==> src/rtl/bus_pkg.sv <==
// Shared constants and types for the CPU output-bus sink.
package bus_pkg;
    localparam int BUS_W = 8;
    localparam int BUS_DEPTH = 4;

    typedef enum logic {
        ST_IDLE = 1'b0,
        ST_ACK  = 1'b1
    } hs_state_t;
endpackage

==> src/rtl/bus_sink_if.sv <==
// CPU output bus: send strobe, data byte and received acknowledge.
interface bus_sink_if;
    import bus_pkg::*;

    logic             Bussent;
    logic [BUS_W-1:0] BusData;
    logic             Busreceived;

    modport master (
        output Bussent,
        output BusData,
        input  Busreceived
    );

    modport slave (
        input  Bussent,
        input  BusData,
        output Busreceived
    );
endinterface

==> src/rtl/bus_sink_fifo.sv <==
// First-word-fall-through byte FIFO with count-derived full/empty flags.
module bus_sink_fifo
    import bus_pkg::*;
#(
    parameter int DEPTH = BUS_DEPTH,
    parameter int AW    = 2
) (
    input  logic             clk,
    input  logic             rst,
    input  logic             wr_en,
    input  logic [BUS_W-1:0] wr_data,
    input  logic             rd_en,
    output logic [BUS_W-1:0] rd_data,
    output logic             empty,
    output logic             full,
    output logic [AW:0]      count
);
    localparam logic [AW:0] FULL_CNT = (AW+1)'(DEPTH);

    logic [BUS_W-1:0] mem [DEPTH];
    logic [AW-1:0]    wr_ptr;
    logic [AW-1:0]    rd_ptr;
    logic             push;
    logic             pop;

    assign empty = (count == '0);
    assign full  = (count == FULL_CNT);
    assign push  = wr_en & ~full;
    assign pop   = rd_en & ~empty;

    assign rd_data = mem[rd_ptr];

    always_ff @(posedge clk) begin
        if (push) begin
            mem[wr_ptr] <= wr_data;
        end
    end

    // Pointers wrap naturally at DEPTH because DEPTH == 2**AW.
    always_ff @(posedge clk or posedge rst) begin
        if (rst) begin
            wr_ptr <= '0;
            rd_ptr <= '0;
            count  <= '0;
        end else begin
            if (push) begin
                wr_ptr <= wr_ptr + 1'b1;
            end
            if (pop) begin
                rd_ptr <= rd_ptr + 1'b1;
            end
            case ({push, pop})
                2'b10:   count <= count + 1'b1;
                2'b01:   count <= count - 1'b1;
                default: count <= count;
            endcase
        end
    end
endmodule

==> src/rtl/bus_sink.sv <==
// Bus-side endpoint: four-phase ack FSM, sticky error flags, FIFO buffer.
// Optional level interrupt enabled by defining BUS_SINK_IRQ_EN.
module bus_sink
    import bus_pkg::*;
#(
    parameter int DEPTH     = BUS_DEPTH,
    parameter int AW        = 2,
    parameter int IRQ_LEVEL = 2
) (
    input  logic             clk,
    input  logic             rst,
    bus_sink_if.slave        bus,
    input  logic             rd_en,
    output logic [BUS_W-1:0] rd_data,
    output logic             empty,
    output logic             full,
    output logic [AW:0]      count,
    output logic             ovf_stall,
    output logic             udf,
    output logic             irq
);
    hs_state_t state;
    hs_state_t state_n;
    logic      wr;
    logic      ovf_set;

    bus_sink_fifo #(
        .DEPTH (DEPTH),
        .AW    (AW)
    ) u_fifo (
        .clk     (clk),
        .rst     (rst),
        .wr_en   (wr),
        .wr_data (bus.BusData),
        .rd_en   (rd_en),
        .rd_data (rd_data),
        .empty   (empty),
        .full    (full),
        .count   (count)
    );

    // Ack is the ACK state itself, so reset drops it without a clock.
    assign bus.Busreceived = (state == ST_ACK);

    always_ff @(posedge clk or posedge rst) begin
        if (rst) begin
            state <= ST_IDLE;
        end else begin
            state <= state_n;
        end
    end

    always_comb begin
        state_n = state;
        wr      = 1'b0;
        ovf_set = 1'b0;
        unique case (state)
            ST_IDLE: begin
                if (bus.Bussent) begin
                    if (!full) begin
                        wr      = 1'b1;
                        state_n = ST_ACK;
                    end else begin
                        ovf_set = 1'b1;
                    end
                end
            end
            ST_ACK: begin
                if (!bus.Bussent) begin
                    state_n = ST_IDLE;
                end
            end
            default: state_n = ST_IDLE;
        endcase
    end

    always_ff @(posedge clk or posedge rst) begin
        if (rst) begin
            ovf_stall <= 1'b0;
            udf       <= 1'b0;
        end else begin
            if (ovf_set) begin
                ovf_stall <= 1'b1;
            end
            if (rd_en && empty) begin
                udf <= 1'b1;
            end
        end
    end

`ifdef BUS_SINK_IRQ_EN
    localparam logic [AW:0] IRQ_LVL = (AW+1)'(IRQ_LEVEL);

    logic        pop;
    logic [AW:0] cnt_n;

    assign pop = rd_en & ~empty;

    // Mirrors the FIFO count update so irq tracks count on the same edge.
    always_comb begin
        cnt_n = count;
        case ({wr, pop})
            2'b10:   cnt_n = count + 1'b1;
            2'b01:   cnt_n = count - 1'b1;
            default: cnt_n = count;
        endcase
    end

    always_ff @(posedge clk or posedge rst) begin
        if (rst) begin
            irq <= 1'b0;
        end else begin
            irq <= (cnt_n >= IRQ_LVL);
        end
    end
`else
    localparam int unused_irq_level = IRQ_LEVEL;

    assign irq = 1'b0;
`endif
endmodule

==> src/flat_wrapper.sv <==
// flat-port wrapper written by rule: the top's interface ports become plain ports
module bus_sink_flat import bus_pkg::*;
#(
    parameter int DEPTH     = BUS_DEPTH,
    parameter int AW        = 2,
    parameter int IRQ_LEVEL = 2
)
  (clk, rst, rd_en, rd_data, empty, full, count, ovf_stall, udf, irq, bus_Bussent, bus_BusData, bus_Busreceived);
  bus_sink_if bus_i ();
  input  logic clk;
  input  logic rst;
  input  logic rd_en;
  output logic [BUS_W-1:0] rd_data;
  output logic empty;
  output logic full;
  output logic [AW:0] count;
  output logic ovf_stall;
  output logic udf;
  output logic irq;
  input wire logic [$bits(bus_i.Bussent)-1:0] bus_Bussent;
  input wire logic [$bits(bus_i.BusData)-1:0] bus_BusData;
  output wire logic [$bits(bus_i.Busreceived)-1:0] bus_Busreceived;
  assign bus_i.Bussent = bus_Bussent;
  assign bus_i.BusData = bus_BusData;
  assign bus_Busreceived = bus_i.Busreceived;
  bus_sink #(.DEPTH(DEPTH), .AW(AW), .IRQ_LEVEL(IRQ_LEVEL)) u_core (.clk(clk), .rst(rst), .bus(bus_i), .rd_en(rd_en), .rd_data(rd_data), .empty(empty), .full(full), .count(count), .ovf_stall(ovf_stall), .udf(udf), .irq(irq));
endmodule
==> config.mk <==
export PLATFORM = sky130hd
export DESIGN_NAME = bus_sink_flat
export DESIGN_NICKNAME = d
export VERILOG_FILES = /design/src/rtl/bus_pkg.sv /design/src/rtl/bus_sink_if.sv /design/src/rtl/bus_sink_fifo.sv /design/src/rtl/bus_sink.sv /design/src/flat_wrapper.sv
export SDC_FILE = /design/constraint.sdc
export NUM_CORES = 1
export LEC_CHECK = 0
export CORE_MARGIN = 10
export CORE_UTILIZATION = 25
export CTS_CLUSTER_SIZE = 25
export DETAILED_ROUTE_END_ITERATION = 7
export GPL_ROUTABILITY_DRIVEN = 0
export HOLD_SLACK_MARGIN = 0.15
export PLACE_DENSITY = 0.45
export SETUP_SLACK_MARGIN = 0.15
export SYNTH_ARGS = -nofsm -noshare
export SYNTH_HDL_FRONTEND = slang
export SYNTH_SLANG_ARGS = --single-unit
==> constraint.sdc <==
create_clock -name clk -period 1.95 [get_ports clk]
set_input_delay 0.195 -clock clk [delete_from_list [all_inputs] [get_ports clk]]
set_output_delay 0.195 -clock clk [all_outputs]
set_load 0.1 [all_outputs]
* After elaboration in Yosys (flattened, before gate mapping)
Memory sizes are Yosys's and may differ from the RTL's.
Index checks and enable logic that the tools add are counted.
** Cells by class
- $add $sub $neg :: 4
- Equal/unequal tests :: 3
- Multiplexer cells :: 11
- Bitwise gates (word level) :: 5
- Reduce and logical (&&, ||, !) cells :: 3
** Operators by type and width (count)
- 2-to-1 mux 1 bit :: 9
- case mux 3 bit (2 select lines) :: 1
- adder 2 x 1 -> 2 bit, second input constant :: 2
- adder 3 x 1 -> 3 bit, second input constant :: 1
- equality test 3 bit, second input constant :: 1
- logical NOT 3 bit :: 1
- inverter 1 bit :: 3
- subtractor 3 x 1 -> 3 bit, second input constant :: 1
- AND 1 bit :: 2
- equality test 2 x 1 -> 1 bit, second input constant :: 1
- equality test 2 bit, second input constant :: 1
- case mux 1 bit (2 select lines) :: 1
- nonzero test 2 bit :: 1
- logical AND 1 bit :: 1
** Storage, ports and cells
- Register bits :: 10
- RAM bits :: 32
- Input bits :: 12
- Output and inout port bits :: 17
- Logic and storage cells :: 33
- Memories :: 1
** Memory list
- u_core.u_fifo.mem :: depth 4, bits a word 8, rd ports 1, clocked after Yosys merged registers in 0, wr ports 1, line bus_sink_fifo.sv:20 : logic [BUS_W-1:0] mem [DEPTH];

* Depth between registers and ports, before layout
Gate-level depths: netlist of run 1.
- Depth in word-level cells :: 7
- Mapped depth :: 9
- Depth with buffers taken out :: 9

* By module
Synthesis of run 1 repeated with hierarchy kept, for this count alone.
** Second synthesis, totals
- Cells, all modules :: 91
- Area total of the unflattened synthesis :: 1721.7 sq um
** Modules (own cells, without submodules)
- bus_sink_fifo :: instances 1, cells each 80, area each 1596.5 sq um, seq. area each 1136.1 sq um
- bus_sink :: instances 1, cells each 11, area each 125.1 sq um, seq. area each 75.1 sq um

* Worst setup path after synthesis of run 1
Ideal clock, no wire load.
- Path kind :: register -> register
- Start :: register u_core.u_fifo.count[0]
- End :: register u_core.udf
- Setup time :: 0.072 ns
- Arrival time :: 3.362 ns
- Data required time :: 1.878 ns
- Slack :: -1.485 ns
- Stages on the path, launching flop included :: 3
- Path buffers :: 0
- Clock period less this slack :: 3.435 ns
- Cell sequence :: dfrtp_1 nor3_1 a21o_1
** On the way
- Longest elaborated chain between the ends :: 2
** Ends and longest elaborated chain
- start, declared :: line bus_sink_fifo.sv:16 : output logic [AW:0] count
- start signal, assigned :: line bus_sink_fifo.sv:53 : 2'b10: count <= count + 1'b1;
- start signal, assigned :: line bus_sink_fifo.sv:54 : 2'b01: count <= count - 1'b1;
- start signal, assigned :: line bus_sink_fifo.sv:55 : default: count <= count;
- logical NOT 3 bit :: line bus_sink_fifo.sv:26 : assign empty = (count == '0);
- via empty :: line flat_wrapper.sv:14 : output logic empty;
- logical AND 1 bit :: line bus_sink.sv:85 : if (rd_en && empty) begin
- end signal, assigned :: line bus_sink.sv:80 : udf <= 1'b0;
- end signal, assigned :: line bus_sink.sv:86 : udf <= 1'b1;
- end, declared :: line bus_sink.sv:19 : output logic udf,
The timed path passes the listed nets, and every way through them passes these cells.
A chain may end at the register's enable or synchronous reset.

* Worst setup path after layout of run 1
- Start :: register u_core.u_fifo.count[0]
- End :: register u_core.u_fifo.count[2]
** On the way
- Longest elaborated chain between the ends :: 7
- Elaborated cells on any way between the ends :: 15
- Those cells by class :: 2 x add/sub; 3 x eq/ne; 4 x mux; 4 x bitwise; 2 x reduce/logical
** Ends and longest elaborated chain
- equality test 3 bit :: line bus_sink_fifo.sv:27 : assign full = (count == FULL_CNT);
- 2-to-1 mux 1 bit :: line bus_sink.sv:60 : if (!full) begin
- 2-to-1 mux 1 bit :: line bus_sink.sv:59 : if (bus.Bussent) begin
- 2-to-1 mux 1 bit :: line bus_sink.sv:57 : unique case (state)
- AND 1 bit :: line bus_sink_fifo.sv:28 : assign push = wr_en & ~full;
- equality test 2 x 1 -> 1 bit / equality test 2 bit (equally long branches) :: line bus_sink_fifo.sv:52 : case ({push, pop})
- case mux 3 bit (2 select lines) / nonzero test 2 bit (equally long branches)
Parallel ways exist; a longest one is shown, timed or not.

==> results of run 1 <==
## cells in the mapped netlist (all sizes together), types with 2 or more instances
master | instances | area [um^2]
edfxtp | 32 | 961
dfrtp | 10 | 250
inv | 8 | 30.0
mux4 | 8 | 180
ha | 5 | 62.6
and2 | 4 | 30.0
buf | 3 | 16.3
xnor2 | 3 | 26.3
xor2 | 3 | 26.3
nor3b | 2 | 37.5
## per-layer routing
layer	vias to the layer above	global-route usage (%)
li1	410	-
met1	444	7.98
met2	26	11.7
met3	5	3.35
met4	0	1.93
met5	-	0
## what timing repair did
| action | in CTS | in global routing |
|---|---|---|
| gates resized for setup | 4 | 5 |
| pin swaps | 5 | 0 |
| setup buffers | 6 | 1 |
| endpoints found under the setup margin | 3 | 11 |
| hold endpoints to repair | 0 | 0 |
## how the worst min path moves through the flow
stage	startpoint	to	slack [ns]	cells past startpoint
3_5_place_dp	u_core.udf	u_core.udf	0.45	1
3_3_place_gp	u_core.udf	u_core.udf	0.45	1
2_1_floorplan	rst	u_core.bus.Busreceived	0.04	1
6_report	rst	u_core.bus.Busreceived	0.19	2
5_1_grt	rst	u_core.udf	0.23	2
4_1_cts	rst	u_core.bus.Busreceived	0.19	2
## cells in the final DEF, fill, tap and decap left out, types with 2 or more instances in the layout
cell type | synthesis | layout
buf_12 | 0 | 10
clkdlybuf4s50_1 | 0 | 11
xnor2_1 | 3 | 3
mux4_2 | 8 | 8
buf_4 | 1 | 15
xor2_1 | 3 | 3
and2_4 | 0 | 4
clkbuf_8 | 0 | 5
inv_1 | 8 | 6
bufinv_16 | 0 | 2
nor3b_4 | 2 | 2
ha_1 | 5 | 4
edfxtp_1 | 32 | 32
inv_2 | 0 | 2
dfrtp_4 | 0 | 3
buf_6 | 0 | 2
dfrtp_1 | 10 | 7
## worst reg2reg max path, cell delays in order (launching register included)
cell and delay [ns]:
dfrtp_4 0.50, nor3b_4 0.26, nor3b_4 0.07, inv_2 0.07
ha_4 0.12, inv_2 0.03, fa_2 0.33, xor2_1 0.17
nor2_1 0.08, xor2_1 0.16
## cell type report
type                       count  area, um^2
fill                         626        4290
clock inverter                 3        68.8
timing repair buffer          38         445
inverter                       8        30.0
clock buffer                   5        68.8
multi-input combinational     36         497
sequential                    42        1220
tap                           80         100
## sequential cells by signal (all words and copies together), names as in the netlist
name and count:
u_core.u_fifo.mem 32, u_core.u_fifo.count 3, u_core.u_fifo.rd_ptr 2, u_core.u_fifo.wr_ptr 2
u_core.bus.Busreceived 1, u_core.ovf_stall 1, u_core.udf 1
## logic make-up after synthesis
group	after synthesis	synth area share [%]
flip-flops	42	70.6
buffers and inverters	11	2.70
multiplexers	10	12.0
AND/OR/NAND/NOR	9	4.67
adder cells (fa/ha/maj)	6	4.81
XOR/XNOR	6	3.06
AO/OA/AOI/OAI	4	1.97
other	1	0.219
## through the flow
stage / util [%] / std cells
after detailed placement: 33.0 / 197
after floorplan: - / 89
final: 36.2 / 212
after CTS: 35.9 / 211
after global placement: 33.0 / 197
after global routing: 36.2 / 212
==> impl_metrics.csv, run 1 <==
group,metric,value,unit
status,status,"completed",
yosys,netlist_area,1720,um^2
timing,period_share,98.6,%
critical_path,worstPathMaxFanout,2,
critical_path,r2r-start,"u_core.u_fifo.count[0]",
critical_path,path_cells,"nor3b_4, nor3b_4, inv_2, ha_4, inv_2, fa_2, xor2_1, nor2_1, xor2_1",
timing,fin_ws,0.0282,ns
critical_path,cpMaxStageDelayCell,"dfrtp_4",
drt,vias,885,
cells_and_area,syn2layout_area_growth,41.8,%
drt,route.detailed.drc,0,
clock_network,numCtsBuffers,5,
yosys,yosys.cell_types.count,23,
floorplanning,dieHeight,103,um
drt,wl_met1,1420,um
drt,wl_met3,259,um
cells_and_area,stdcell_area,2430,um^2
timing,hold-worst-slack,0.186,ns
placement,place_ws,-0.0341,ns
drt,highest_layer,"met4",
yosys,synth-edff-count,32,
critical_path,crit_buf_inv,2,
yosys,yosysWarnings,0,
critical_path,critPathLaunchType,"register",
hold_path,hold_class,"primary input to asynchronous set/reset pin",
critical_path,r2r_slack,0.03,ns
floorplanning,start_util,25.5,%
floorplanning,io_pins,29,
grt,grt_pass1_vias,1066,
critical_path,critical_path_class,"register to register",
cells_and_area,antennaDiodeCount,0,
drt,viasPerCell,4.17,
grt,antenna_found_initial,0,
grt,grt_overflow,0,
floorplanning,die_w,103,um
timing,setup_viol,0,
grt,grt_usage,7.07,%
critical_path,worstSetupStartpoint,"u_core.u_fifo.count[0]",
yosys,syn_nets,107,
yosys,async_reset_ff_share,23.8,%
clock_network,hold_buffers,0,
clock_network,ctsHtreeMaxLevel,2,
critical_path,critPathCaptureType,"register",
timing,drv_slew,0,
floorplanning,die_area,10600,um^2
drt,totalWireLength,3370,um
critical_path,endpoint,"u_core.u_fifo.count[2]",
timing,period_minus_slack,1.92,ns
drt,drt_iter0_markers,32,
clock_network,cts_root_buf,"clkbuf_8",
yosys,ys_seq_elements,42,
critical_path,crit_cells,9,
yosys,syn_inst,89,
timing,max_freq,0.520,GHz
critical_path,critical_path.top_delay_family,"flip-flops",
yosys,yosysSeqAreaShare,70.6,%
critical_path,arrival,2.10,ns
timing,rsz0062_at_grt,"yes",
cells_and_area,post_route_cells_drive_above_1_share,45.5,%
placement,place_area,2220,um^2
critical_path,rr_worst_depth,9,
job,max-cap-violations,0,
critical_path,max_stage_delay,0.50,ns
timing,tns,0,ns
placement,dpl.hpwl,2390,um
grt,grt_max_degree,15,
placement,io_buffer_count,27,
timing,fin_skew,0.00472,ns
clock_network,insertion_delay,0.29,ns
drt,dr.pass1.iters,3,
yosys,avgSynthCellArea,19.3,um^2
clock_network,cts_tree,"yes",
cells_and_area,final_nets,149,
drt,drt-wirelength-per-cell,15.9,um
drt,wl_met2,1650,um
clock_network,cts_max_path_buffers,2,
floorplanning,core_area,6720,um^2
floorplanning,rows,30,
yosys,synthFlopType,"edfxtp_1",
critical_path,worstPathRequired,2.12,ns
drt,drtAntennaViolNets,0,
clock_network,clock_sinks,42,
critical_path,r2r_end,"u_core.u_fifo.count[2]",
clock_network,path_clk_slew,0.08,ns
grt,grt_pass1_wl,5620,um
timing,final-hold-violation-count,0,
Power of run 1 is left out: the tool's default activity adds up to more than one toggle a clock period on the data nets, which glitch-free logic cannot reach.
==> inputs of run 2 (changes only) <==
- CTS_CLUSTER_DIAMETER: not set -> 40
==> results of run 2 <==
No change in the layout: final DEF, timing and power equal those of run 1.
Power of run 2 is left out for the same reason.
==> RTL edit 1, RTL diff (settings of run 1) <==
The option `BUS_SINK_IRQ_EN` is turned on by a define.
--- a/src/rtl/bus_sink.sv
+++ b/src/rtl/bus_sink.sv
@@ -1,5 +1,7 @@
 // Bus-side endpoint: four-phase ack FSM, sticky error flags, FIFO buffer.
 // Optional level interrupt enabled by defining BUS_SINK_IRQ_EN.
+`define BUS_SINK_IRQ_EN
+
 module bus_sink
     import bus_pkg::*;
 #(
Behaviour: not the same (a bounded check fails within 4 cycles, from zero or initial values and one cycle with rst high).
==> RTL edit 1 against run 1 <==
- setup slack improved by 150 ps
- cell area rose by 8.6%
- critical path type is now flip-flop to output pin
- non-clock buffer count fell by 2
- wire length rose by 5.0%
- sequential share of layout area fell by 3.1 points
- register-to-register slack improved by 180 ps
- synthesized area rose by 7.0%
- sequential cell count rose by 1
- first-iteration DRC count rose by 16%
Power is not shown: default switching activity piles up to over one toggle a cycle in this logic, so the estimate is an artifact.
==> RTL edit 1: results (changes against run 1) <==
Status
  – Status: complete, no violations

Global routing
  – Number of global-route vias before repair: 1143 (+7.2%)
  – Initial antenna violation count: 0 (unchanged)
  – GRT Resource Usage Total: 0.0658 (-0.00489)
  – Largest net degree at the start of global routing: 14 (-1)

Routing
  – Final WL: 3530 µm (+5.0%)
  – Via density: 3.96 (-5.2%)
  – Initial DRC Count: 37 (+16%)
  – WL/cell: 14.4 µm (-9.5%)
  – WL met3: 185 µm (-29%)
  – Met1 WL: 1480 µm (+3.9%)
  – WL met2: 1840 µm (+12%)

Critical path
  – Worst R2R Start: u_core.u_fifo.count[1]$_DFFE_PP0P_
  – Reg-to-reg endpoint: u_core.irq$_DFF_PP0_
  – Critical Path AT: 1570 ps (-530 ps)
  – Worst Path Max Fanout: 8 (+6)
  – Reg2reg path depth: 8 (-1)
  – Flop2flop setup slack: 210 ps (+180 ps)
  – Setup crit start: u_core.u_fifo.rd_ptr[0]$_DFFE_PP0P_

Place
  – Detail Placement HPWL: 2560 µm (+6.9%)
  – Port bufs: 28 (+3.7%)
  – Placed insts: 236 (+20%)
  – Post-place instance area: 2470 µm² (+11%)

Yosys
  – Syn Nets: 127 (+19%)
  – Cells after synthesis: 105 (+18%)
  – Netlist cell types: 27 (+17%)
  – Sequential element share of the synthesized area: 0.673 (-0.0326)
  – Synth top cells by count: 32 x edfxtp_1, 11 x dfrtp_1, 11 x inv_1
  – Synth area leaders: edfxtp_1 52%, dfrtp_1 15%, mux4_2 9.8%
  – Asr flop ratio synth: 0.256 (+0.0177)

Timing
  – Worst slew pin tran: just under 500 ps
  – Setup Skew: 3.95 ps (-0.764 ps)

Layout
  – Post-layout nets: 168 (+13%)
  – Layout cells sized above 1: 0.388 (-0.0668)
  – Filler instances: 698 (+12%)
[RTL edit 1: cells by family after synthesis]
kind of cell,after synthesis,share of synthesized area
buffers and inverters,13,0.0314
AOI/OAI and AO/OA,8,0.0361
muxes,10,0.112
adders and majority gates,10,0.0682
and+or+nand+nor,15,0.0504
DFF,43,0.673
xor gates and xnor gates,6,0.0286
[RTL edit 1: per-layer routing]
metal | global-route usage | vias up
met1 | 0.0737 | 479
met4 | 0.0232 | 0
met2 | 0.112 | 25
li1 | - | 466
met3 | 0.0250 | 4
met5 | 0 | -
[RTL edit 1: through the flow]
stage	setup slack, ps	utilization	hold WS [ps]
floorplan	55.3	-	47.3
global placement	180	0.342	443
detailed placement	157	0.342	462
CTS	147	0.363	226
global route	112	0.366	269
finish	181	0.366	219
[RTL edit 1: worst max-delay path: stages, from the launching register on]
cell	delay [ps]
dfrtp_1	380
buf_8	160
mux4_2	550
buf_12	190
[RTL edit 1: worst max-delay path by stage]
| stage | slack (ps) | endpoint |
|---|---|---|
| 4_1_cts | 150 | rd_data[3] |
| 3_5_place_dp | 160 | u_core.irq$_DFF_PP0_ |
| 5_1_grt | 110 | rd_data[4] |
| 2_1_floorplan | 60 | u_core.irq$_DFF_PP0_ |
| 6_report | 180 | rd_data[3] |
| 3_3_place_gp | 180 | u_core.irq$_DFF_PP0_ |
[RTL edit 1: repair_timing]
item	CTS	global route
buffers inserted	1	1
setup endpoints to repair	8	9
pin swaps	0	1
resized for setup	2	3
[RTL edit 1: layout make-up]
class	count	area, µm²	area share
flip-flops and latches	43	1250	0.472
clock inverters	2	60.1	0.0227
well taps	99	124	0.0469
multi-input cells	49	612	0.232
repair buffers	36	480	0.182
clock buffers	6	72.6	0.0275
inverters	11	46.3	0.0175
==> RTL edit 2, RTL diff (settings of run 1) <==
Without the edit above. Put one more register stage on the output `ovf_stall`, cleared by the reset. The value now appears one clock later. The other outputs are not delayed to match.
--- a/src/rtl/bus_sink.sv
+++ b/src/rtl/bus_sink.sv
@@ -19,6 +19,8 @@
     output logic             udf,
     output logic             irq
 );
+
+    logic ovf_stall_s0;
     hs_state_t state;
     hs_state_t state_n;
     logic      wr;
@@ -76,11 +78,11 @@
 
     always_ff @(posedge clk or posedge rst) begin
         if (rst) begin
-            ovf_stall <= 1'b0;
+            ovf_stall_s0 <= 1'b0;
             udf       <= 1'b0;
         end else begin
             if (ovf_set) begin
-                ovf_stall <= 1'b1;
+                ovf_stall_s0 <= 1'b1;
             end
             if (rd_en && empty) begin
                 udf <= 1'b1;
@@ -118,5 +120,13 @@
 
     assign irq = 1'b0;
 `endif
+    always_ff @(posedge clk or posedge rst) begin
+        if (rst) begin
+            ovf_stall <= '0;
+        end else begin
+            ovf_stall <= ovf_stall_s0;
+        end
+    end
+
 endmodule
 
Check against the original RTL: not equivalent (Yosys sat finds a counterexample within 10 cycles, from zero or initial values and one cycle with rst high).
==> RTL edit 2 against run 1 <==
- cell area increased by 2.3%
- sequential cell count increased by 1
- synthesized area increased by 1.5%
- setup slack improved by 46 ps
- wire length decreased by 1.3%
- critical path depth decreased by 1
- die area increased by 1.2%
- highest routed layer unchanged
Power is not shown: default switching activity piles up to over one toggle a cycle in this logic, so the estimate is an artifact.
==> RTL edit 2: results (changes against run 1) <==
Layout
  – Post-layout nets: 152 (+2.0%)
  – Clock buffer count: 6 (+1)
  – Area Overhead vs Synth: 42.9%
  – Multi-input combinational cell area: 492 µm² (-1.0%)
  – Seq area share: 0.502 (-0.000559)
  – Largest regs: u_core.u_fifo.mem (32), u_core.u_fifo.count (3)
  – Clock network area share: 0.0533 (-0.00326)
  – Non-clk bufs: 40 (+5.3%)
  – Layout cells sized above 1: 0.459 (+0.00471)
  – Filler instances: 634 (+1.3%)

Global routing
  – GRT Resource Usage Total: 0.0686 (-0.00210)
  – Global routing usage on met2: 0.110 (-0.00714)
  – Met3 Use GR: 0.0359 (+0.00237)
  – Number of global-route vias before repair: 1011 (-5.2%)
  – Met1 Use GR: 0.0768 (-0.00294)
  – First-pass GRT wire length: 5350 µm (-4.9%)
  – Largest net degree at the start of global routing: 14 (-1)

Routing
  – Vias: 906 (+2.4%)
  – WL met2: 1540 µm (-6.5%)
  – Final WL: 3320 µm (-1.3%)
  – Initial DRC Count: 6 (-81%)
  – WL met3: 265 µm (+2.3%)
  – Met1 WL: 1480 µm (+4.0%)

Status
  – Status: complete, no violations

Die
  – N_taps: 96 (+20%)

Clock tree
  – Cts bufs inserted: 5 (unchanged)
  – Number of clock sinks: 43 (+2.4%)

Yosys
  – Mux cell area share after synthesis: 0.118 (-0.00172)
  – Synth top cells by count: 32 x edfxtp_1, 11 x dfrtp_1, 8 x inv_1, 8 x mux4_2, 5 x ha_1
  – Syn Nets: 108 (+0.93%)
  – Sequential element share of the synthesized area: 0.710 (+0.00423)
  – Adder-cell area share of the yosys netlist: 0.0474 (-0.000692)
  – Synth area leaders: edfxtp_1 55%, dfrtp_1 16%, mux4_2 10%
  – Synth Area in XOR/XNOR: 0.0302 (-0.000440)

Critical path
  – Worst Path Max Fanout: 4 (+2)

Place
  – Post-place instance area: 2260 µm² (+2.0%)
  – Pre-CTS WS: -0.387 ps (+33.7 ps)

Timing
  – Setup Skew: 5.85 ps (+1.13 ps)
RTL edit 2: cell types whose count changed after synthesis:
| cell | before | now |
|---|---|---|
| dfrtp_1 | 10 | 11 |
RTL edit 2: final timing paths:
check	startpoint	end	slack, ps	cells past startpoint
min in group clk	u_core.ovf_stall_s0$_DFFE_PP0P_	u_core.ovf_stall$_DFF_PP0_	390	0
max in group asynchronous	rst	u_core.u_fifo.count[0]$_DFFE_PP0P_	1410	2
worst max register to register	u_core.u_fifo.count[1]$_DFFE_PP0P_	u_core.u_fifo.count[2]$_DFFE_PP0P_	70	8
worst max-delay path	u_core.u_fifo.count[1]$_DFFE_PP0P_	u_core.u_fifo.count[2]$_DFFE_PP0P_	70	8
worst min-delay path	rst	u_core.u_fifo.count[1]$_DFFE_PP0P_	210	2
worst min register to register	u_core.ovf_stall_s0$_DFFE_PP0P_	u_core.ovf_stall$_DFF_PP0_	390	0
RTL edit 2: kinds of logic after synthesis:
logic type | Yosys count
multiplexers | 10
XOR/XNOR | 6
AND/OR/NAND/NOR | 9
adder cells (fa/ha/maj) | 6
flip-flops | 43
AO/OA/AOI/OAI | 4
buffers and inverters | 11
other | 1
RTL edit 2: critical path, stage by stage, from the launching register on:
cell	delay [ps]
dfrtp_4	520
buf_6	130
o31a_4	350
ha_4	160
inv_2	40
fa_2	180
xor2_1	150
nor2_1	70
xor2_1	150
RTL edit 2: stage by stage:
step	hold slack (ps)	setup TNS, ps	cells
2_1_floorplan	47.5	-15120	90
3_3_place_gp	367	0	214
3_5_place_dp	368	-0.387	214
4_1_cts	222	0	229
5_1_grt	240	-73.7	231
6_report	208	0	231
RTL edit 2: timing repair:
| action | in CTS | in global routing |
|---|---|---|
| gates resized for setup | 3 | 4 |
| setup endpoints to repair | 2 | 11 |
| buffers inserted | 7 | 2 |
| pin swaps | 5 | 1 |
